--- src/rtl/risc_selfcheck_unit.sv ---
`default_nettype none
// +----------------------------------------------------------------------------+
// | Module      : risc_selfcheck_unit                                          |
// | Description : End-of-program checker for the pipelined RV64 core. Traces   |
// |               data-memory stores into a FIFO, counts RUN cycles, then      |
// |               walks a table of expected register values through a regfile  |
// |               read port and reports pass/fail on done.                     |
// | Config      : SELFCHECK_CONT_EN - check every entry and count all          |
// |               mismatches (default: stop at the first mismatch).            |
// | Revision    : 1.0 - initial release                                        |
// +----------------------------------------------------------------------------+
module risc_selfcheck_unit #(
  parameter int XLEN        = 64,
  parameter int NUM_CHECKS  = 8,
  parameter int TRACE_DEPTH = 16,
  parameter int CYCLE_LIMIT = 200,
  parameter int CNT_W       = 16,
  localparam int IDX_W      = $clog2(NUM_CHECKS),
  localparam int AW         = $clog2(TRACE_DEPTH)
) (
  input  logic              clk,
  input  logic              rst,
  input  logic              start,
  input  logic              mem_we,
  input  logic [XLEN-1:0]   mem_addr,
  input  logic [XLEN-1:0]   mem_wdata,
  input  logic              exp_we,
  input  logic [IDX_W-1:0]  exp_idx,
  input  logic [4:0]        exp_reg,
  input  logic [XLEN-1:0]   exp_val,
  output logic [4:0]        rf_raddr,
  input  logic [XLEN-1:0]   rf_rdata,
  output logic              tr_valid,
  input  logic              tr_ready,
  output logic [XLEN-4:0]   tr_addr,
  output logic [XLEN-1:0]   tr_data,
  output logic              trace_ovf,
  output logic [CNT_W-1:0]  cycle_cnt,
  output logic              done,
  output logic              pass,
  output logic [IDX_W-1:0]  fail_idx,
  output logic [XLEN-1:0]   fail_val,
  output logic [IDX_W:0]    fail_cnt
);

  localparam logic [1:0] S_IDLE  = 2'd0;
  localparam logic [1:0] S_RUN   = 2'd1;
  localparam logic [1:0] S_CHECK = 2'd2;
  localparam logic [1:0] S_DONE  = 2'd3;

`ifdef SELFCHECK_CONT_EN
  localparam bit STOP_ON_FAIL = 1'b0;
`else
  localparam bit STOP_ON_FAIL = 1'b1;
`endif

  logic [1:0]       state_q, state_d;
  logic [CNT_W-1:0] cycle_cnt_q, cycle_cnt_d;
  logic [IDX_W-1:0] chk_idx_q, chk_idx_d;
  logic [IDX_W-1:0] fail_idx_q, fail_idx_d;
  logic [XLEN-1:0]  fail_val_q, fail_val_d;
  logic [IDX_W:0]   fail_cnt_q, fail_cnt_d;
  logic             trace_ovf_q, trace_ovf_d;
  logic [AW:0]      wr_ptr_q, wr_ptr_d;
  logic [AW:0]      rd_ptr_q, rd_ptr_d;
  logic [4:0]       exp_reg_q [NUM_CHECKS];
  logic [4:0]       exp_reg_d [NUM_CHECKS];
  logic [XLEN-1:0]  exp_val_q [NUM_CHECKS];
  logic [XLEN-1:0]  exp_val_d [NUM_CHECKS];

  // Store-trace payload; only the head entry is ever observed, gated by tr_valid.
  logic [XLEN-4:0]  fifo_addr_mem [TRACE_DEPTH];
  logic [XLEN-1:0]  fifo_data_mem [TRACE_DEPTH];

  logic        w_restart;
  logic        w_entry_valid;
  logic        w_mismatch;
  logic        w_last;
  logic [AW:0] w_count;
  logic        w_empty;
  logic        w_full;
  logic        w_push_req;
  logic        w_pop;
  logic        w_push_ok;
  logic        w_unused_addr_lsbs;

  // Byte offset within a doubleword is not traced.
  assign w_unused_addr_lsbs = ^mem_addr[2:0];

  // Shared decode: restart is only honoured from IDLE or DONE; FIFO status and compare result.
  always_comb begin
    w_restart     = start && ((state_q == S_IDLE) || (state_q == S_DONE));
    w_entry_valid = (exp_reg_q[chk_idx_q] != 5'd0);
    w_mismatch    = (state_q == S_CHECK) && w_entry_valid && (rf_rdata != exp_val_q[chk_idx_q]);
    w_last        = (chk_idx_q == IDX_W'(NUM_CHECKS - 1));
    w_count       = wr_ptr_q - rd_ptr_q;
    w_empty       = (wr_ptr_q == rd_ptr_q);
    w_full        = (w_count == (AW+1)'(TRACE_DEPTH));
    w_push_req    = (state_q == S_RUN) && mem_we;
    w_pop         = !w_empty && tr_ready;
    // A full FIFO can still take a store when the head leaves in the same cycle.
    w_push_ok     = w_push_req && (!w_full || w_pop);
  end

  // State and datapath registers, all cleared by the asynchronous reset.
  always_ff @(posedge clk or negedge rst) begin
    if (!rst) begin
      state_q     <= S_IDLE;
      cycle_cnt_q <= '0;
      chk_idx_q   <= '0;
      fail_idx_q  <= '0;
      fail_val_q  <= '0;
      fail_cnt_q  <= '0;
      trace_ovf_q <= 1'b0;
      wr_ptr_q    <= '0;
      rd_ptr_q    <= '0;
      for (int i = 0; i < NUM_CHECKS; i++) begin
        exp_reg_q[i] <= '0;
        exp_val_q[i] <= '0;
      end
    end else begin
      state_q     <= state_d;
      cycle_cnt_q <= cycle_cnt_d;
      chk_idx_q   <= chk_idx_d;
      fail_idx_q  <= fail_idx_d;
      fail_val_q  <= fail_val_d;
      fail_cnt_q  <= fail_cnt_d;
      trace_ovf_q <= trace_ovf_d;
      wr_ptr_q    <= wr_ptr_d;
      rd_ptr_q    <= rd_ptr_d;
      for (int i = 0; i < NUM_CHECKS; i++) begin
        exp_reg_q[i] <= exp_reg_d[i];
        exp_val_q[i] <= exp_val_d[i];
      end
    end
  end

  // Trace storage write port; no reset needed since reads are masked while empty.
  always_ff @(posedge clk) begin
    if (w_push_ok) begin
      fifo_addr_mem[wr_ptr_q[AW-1:0]] <= mem_addr[XLEN-1:3];
      fifo_data_mem[wr_ptr_q[AW-1:0]] <= mem_wdata;
    end
  end

  // Next-state logic for the check sequencer.
  always_comb begin
    state_d = state_q;
    case (state_q)
      S_IDLE:  if (start) state_d = S_RUN;
      S_RUN:   if (cycle_cnt_q == CNT_W'(CYCLE_LIMIT - 1)) state_d = S_CHECK;
      S_CHECK: if (w_last || (STOP_ON_FAIL && w_mismatch)) state_d = S_DONE;
      S_DONE:  if (start) state_d = S_RUN;
      default: state_d = S_IDLE;
    endcase
  end

  // Datapath next values: cycle counter, check walker, failure capture, table and FIFO pointers.
  always_comb begin
    cycle_cnt_d = cycle_cnt_q;
    chk_idx_d   = chk_idx_q;
    fail_idx_d  = fail_idx_q;
    fail_val_d  = fail_val_q;
    fail_cnt_d  = fail_cnt_q;
    trace_ovf_d = trace_ovf_q;
    wr_ptr_d    = wr_ptr_q;
    rd_ptr_d    = rd_ptr_q;
    for (int i = 0; i < NUM_CHECKS; i++) begin
      exp_reg_d[i] = exp_reg_q[i];
      exp_val_d[i] = exp_val_q[i];
    end

    // The expected table survives restarts; it is frozen only while being walked.
    if (exp_we && (state_q != S_CHECK)) begin
      exp_reg_d[exp_idx] = exp_reg;
      exp_val_d[exp_idx] = exp_val;
    end

    if (w_restart) begin
      cycle_cnt_d = '0;
      chk_idx_d   = '0;
      fail_idx_d  = '0;
      fail_val_d  = '0;
      fail_cnt_d  = '0;
      trace_ovf_d = 1'b0;
      wr_ptr_d    = '0;
      rd_ptr_d    = '0;
    end else begin
      if ((state_q == S_RUN) && (cycle_cnt_q != {CNT_W{1'b1}})) begin
        cycle_cnt_d = cycle_cnt_q + CNT_W'(1);
      end
      if (state_q == S_CHECK) begin
        chk_idx_d = chk_idx_q + IDX_W'(1);
        if (w_mismatch) begin
          fail_cnt_d = fail_cnt_q + (IDX_W+1)'(1);
          // Only the first mismatch is reported in detail.
          if (fail_cnt_q == '0) begin
            fail_idx_d = chk_idx_q;
            fail_val_d = rf_rdata;
          end
        end
      end
      if (w_push_ok) wr_ptr_d = wr_ptr_q + (AW+1)'(1);
      if (w_pop)     rd_ptr_d = rd_ptr_q + (AW+1)'(1);
      if (w_push_req && !w_push_ok) trace_ovf_d = 1'b1;
    end
  end

  // Output decode from state and registered status.
  always_comb begin
    done      = (state_q == S_DONE);
    pass      = (state_q == S_DONE) && (fail_cnt_q == '0);
    rf_raddr  = (state_q == S_CHECK) ? exp_reg_q[chk_idx_q] : 5'd0;
    tr_valid  = !w_empty;
    tr_addr   = w_empty ? '0 : fifo_addr_mem[rd_ptr_q[AW-1:0]];
    tr_data   = w_empty ? '0 : fifo_data_mem[rd_ptr_q[AW-1:0]];
    trace_ovf = trace_ovf_q;
    cycle_cnt = cycle_cnt_q;
    fail_idx  = fail_idx_q;
    fail_val  = fail_val_q;
    fail_cnt  = fail_cnt_q;
  end

endmodule
`default_nettype wire

--- config.mk ---
export PLATFORM = sky130hd
export DESIGN_NAME = risc_selfcheck_unit
export DESIGN_NICKNAME = d
export VERILOG_FILES = /design/src/rtl/risc_selfcheck_unit.sv
export SDC_FILE = /design/constraint.sdc
export NUM_CORES = 2
export LEC_CHECK = 0
export BUFFER_PORTS_ARGS = -buffer_cell sky130_fd_sc_hd__buf_2
export CORE_MARGIN = 5
export CORE_UTILIZATION = 53
export CTS_CLUSTER_SIZE = 8
export DETAILED_ROUTE_END_ITERATION = 8
export PLACE_DENSITY = 0.7
export SLEW_MARGIN = 20
export SYNTH_ARGS = -nofsm -noshare
export SYNTH_HDL_FRONTEND = slang
export SYNTH_SLANG_ARGS = --single-unit
--- constraint.sdc ---
create_clock -name clk -period 33.9 [get_ports clk]
set_input_delay 3.39 -clock clk [delete_from_list [all_inputs] [get_ports clk]]
set_output_delay 3.39 -clock clk [all_outputs]
set_load 0.005 [all_outputs]
==> out/results.ini <==
[run_status]
status=complete, no violations

[setup_path]
crit_type=flop to primary output
worstSetupEndpointType=primary output
reg2reg_depth=12
arrival_ns=6.57
start_kind=flop
cp_max_fo=130
cp.required_ns=30.51

[yosys]
synth_mux_area_frac=0.225
syn_avg_cell_area_um2=21.0
syn_nets=5323
yosys_warnings=0
synth_compound_area_frac=0.0102
synth_edf_count=2000
synth.largest_area_cell=edfxtp_1
yosys.area.top_type_share=0.568
synthAdderAreaFrac=0.00213
ys_ff_latch=2655
yosysSeqAreaShare=0.723
synth_simple_gate_area_frac=0.0192
synth_area_mm2=0.106
synth_top_family_by_area=multiplexers
netlist_instances=5035
synth_cell_types=49
ys.flop_type=edfxtp_1
ys_async_sr_fraction=0.247
synth_area_leaders=edfxtp_1, mux4_2, dfrtp_1
synth_xor_area_frac=0.00737

[floorplan]
num_rows=164
die_width_um=457
die_y_um=457
dieArea_mm2=0.209
core_region_area_mm2=0.199
num_io_pins=491
start_util=0.531

[sta]
grt_setup_unrepaired=no
fin_crit_ns=9.96
finalCritPeriodShare=0.294
maxSlewViolCount=0
max_freq_mhz=100
skew_ns=0.0621
finalSetupViolCount=0
relSlewSlack=0.237
worst_pin_slew_ns=1.14
fin_setup_tns_ns=0
hold_violations=0

[worst_hold_path]
min_path_cells=1
hold_class=flop to flop

[clock_tree]
holdBufCountCts=0
post-cts-setup-buffer-count=0
numCtsBuffers=382
cts_buffer_depth=4
htreeDepth=5
clock_sinks=2655
cts_tree=done
cts_resized=0
worstSkewPairLatency_ns=0.95
clkTransAtPathRegs_ns=0.05
root_buffer=clkbuf_16

[global_routing]
grt_first_pass_wirelength_mm=374
grt_antenna_before_repair=92
grt_pass1_vias=55100
grt_max_degree=173
track_usage=0.243
globalRouteOverflowTotal=0

[route]
firstDrtPassIters=5
ant_nets=0
wl_per_cell_um=30.1
vias_per_cell=6.25
drcViolationCount=0
drtIter0Drc=5710
vias=52700
wirelength_mm=254

[pwr]
p_sw_frac=0.271
combPwrFrac=0.253
fin_total_pwr_mw=9.81
power.switching_mw=2.65
p_leak_nw=43.0
p_per_area_mw_per_mm2=80.8
p_int_mw=7.15
ir_drop_uv=63.3
p_clk_frac=0.330
p_seq_frac=0.416

[layout]
area_growth_pct=14.7
instances_no_fill=8432
fin_util=0.609
fin_nets=5990
drive_gt1_frac=0.402

[flow_run]
maxCapViolations=0

[place]
dp.cells=7972
dp_hpwl_mm=135
io_buffers=487
place.gp.congestion=0.863

[synth_stat cells, types with 57 or more instances]
cell type and number:
nand3_1 75, mux4_2 733, a21oi_1 74, edfxtp_1 2000, buf_1 76, mux2i_1 109, dfrtp_1 655, clkbuf_1 175
xnor2_1 57, mux2_2 555, and2_1 131
[metal layers]
metal  GRT usage  wire [um]
met1       0.332     100000
met4      0.0708       6800
met2       0.402     127000
met3      0.0510      19700
met5           0        291
[power groups by stage]
stage | combinational, mW | sequential (mW) | clock [mW]
after CTS | 2.54 | 4.09 | 3.30
after global routing | 2.65 | 4.12 | 3.44
after floorplan | 1.67 | 4.11 | 0
after detailed placement | 2.52 | 4.14 | 0
after global placement | 2.51 | 4.11 | 0
final | 2.49 | 4.08 | 3.24
[cell type report]
class | count | area [um^2]
diodes | 30 | 75.1
clock buffers | 417 | 9780
clock inverters | 11 | 106
fillers | 13900 | 77700
inverters | 13 | 56.3
multi-input cells | 2064 | 28100
flip-flops and latches | 2655 | 76500
well taps | 2656 | 3320
repair buffers | 586 | 3350
[final timing paths]
| kind | from | to | slack (ns) |
|---|---|---|---|
| max | rd_ptr_q[1] | tr_data[4] | 23.94 |
| max reg2reg | rd_ptr_q[3] | fifo_data_mem[7][45] | 27.65 |
| max in group asynchronous | rst | exp_val_q[140] | 28.88 |
| min in group asynchronous | rst | state_q[0] | 2.31 |
| min reg2reg | exp_val_q[229] | exp_val_q[229] | 0.50 |
| min | exp_val_q[229] | exp_val_q[229] | 0.50 |
[critical path, cell delays in order, from the launching register on]
cell     delay [ns]
dfrtp_4        0.87
buf_4          0.90
buf_12         0.51
buf_4          0.85
buf_4          0.92
mux4_2         0.42
mux4_2         0.47
and2_1         0.23
buf_2          0.15
[cells by family (layout without fill, tap and decap cells)]
kind of cell / after synthesis / after routing
mux: 1397 / 1397
flops: 2655 / 2655
buf+inv: 316 / 1027
other cells: 0 / 30
compound gates: 186 / 186
fa+ha+maj: 18 / 18
xor+xnor: 89 / 89
simple gates: 374 / 374
[registers in the layout, summed over array words and instances, names as in the netlist]
signal,cells
chk_idx_q,3
fail_idx,3
cycle_cnt,16
fifo_addr_mem,976
exp_val_q,512
wr_ptr_q,5
rd_ptr_q,5
state_q,2
fail_cnt,4
fail_val,64
trace_ovf,1
exp_reg_q,40
fifo_data_mem,1024
[per-stage QoR]
step / area [um^2] / hold WS, ns / setup slack (ns)
floorplan: 106000 / 0.471 / 20.65
global route: 121000 / 0.504 / 23.65
finish: 121000 / 0.495 / 23.94
global placement: 111000 / 0.480 / 24.67
CTS: 121000 / 0.498 / 23.74
detailed placement: 111000 / 0.487 / 24.73
[cells in the final DEF (no fill, tap or decap), drive strengths merged, types with 4 or more instances in the layout]
master | synthesis | final
a211oi | 4 | 4
a21oi | 74 | 74
a221oi | 8 | 8
a22o | 6 | 6
a22oi | 14 | 14
and2 | 131 | 131
and3 | 4 | 4
buf | 128 | 586
clkbuf | 175 | 417
clkinv | 0 | 6
dfrtp | 655 | 655
diode | 0 | 30
edfxtp | 2000 | 2000
ha | 18 | 18
inv | 13 | 18
mux2 | 555 | 555
mux2i | 109 | 109
mux4 | 733 | 733
nand2 | 39 | 39
nand2b | 7 | 7
nand3 | 75 | 75
nand4 | 16 | 16
nor2 | 54 | 54
nor2b | 12 | 12
nor3 | 11 | 11
nor3b | 4 | 4
nor4 | 10 | 10
o21ai | 69 | 69
or3 | 4 | 4
xnor2 | 57 | 57
xor2 | 32 | 32
No activity file was read; power rests on OpenSTA's default activity.
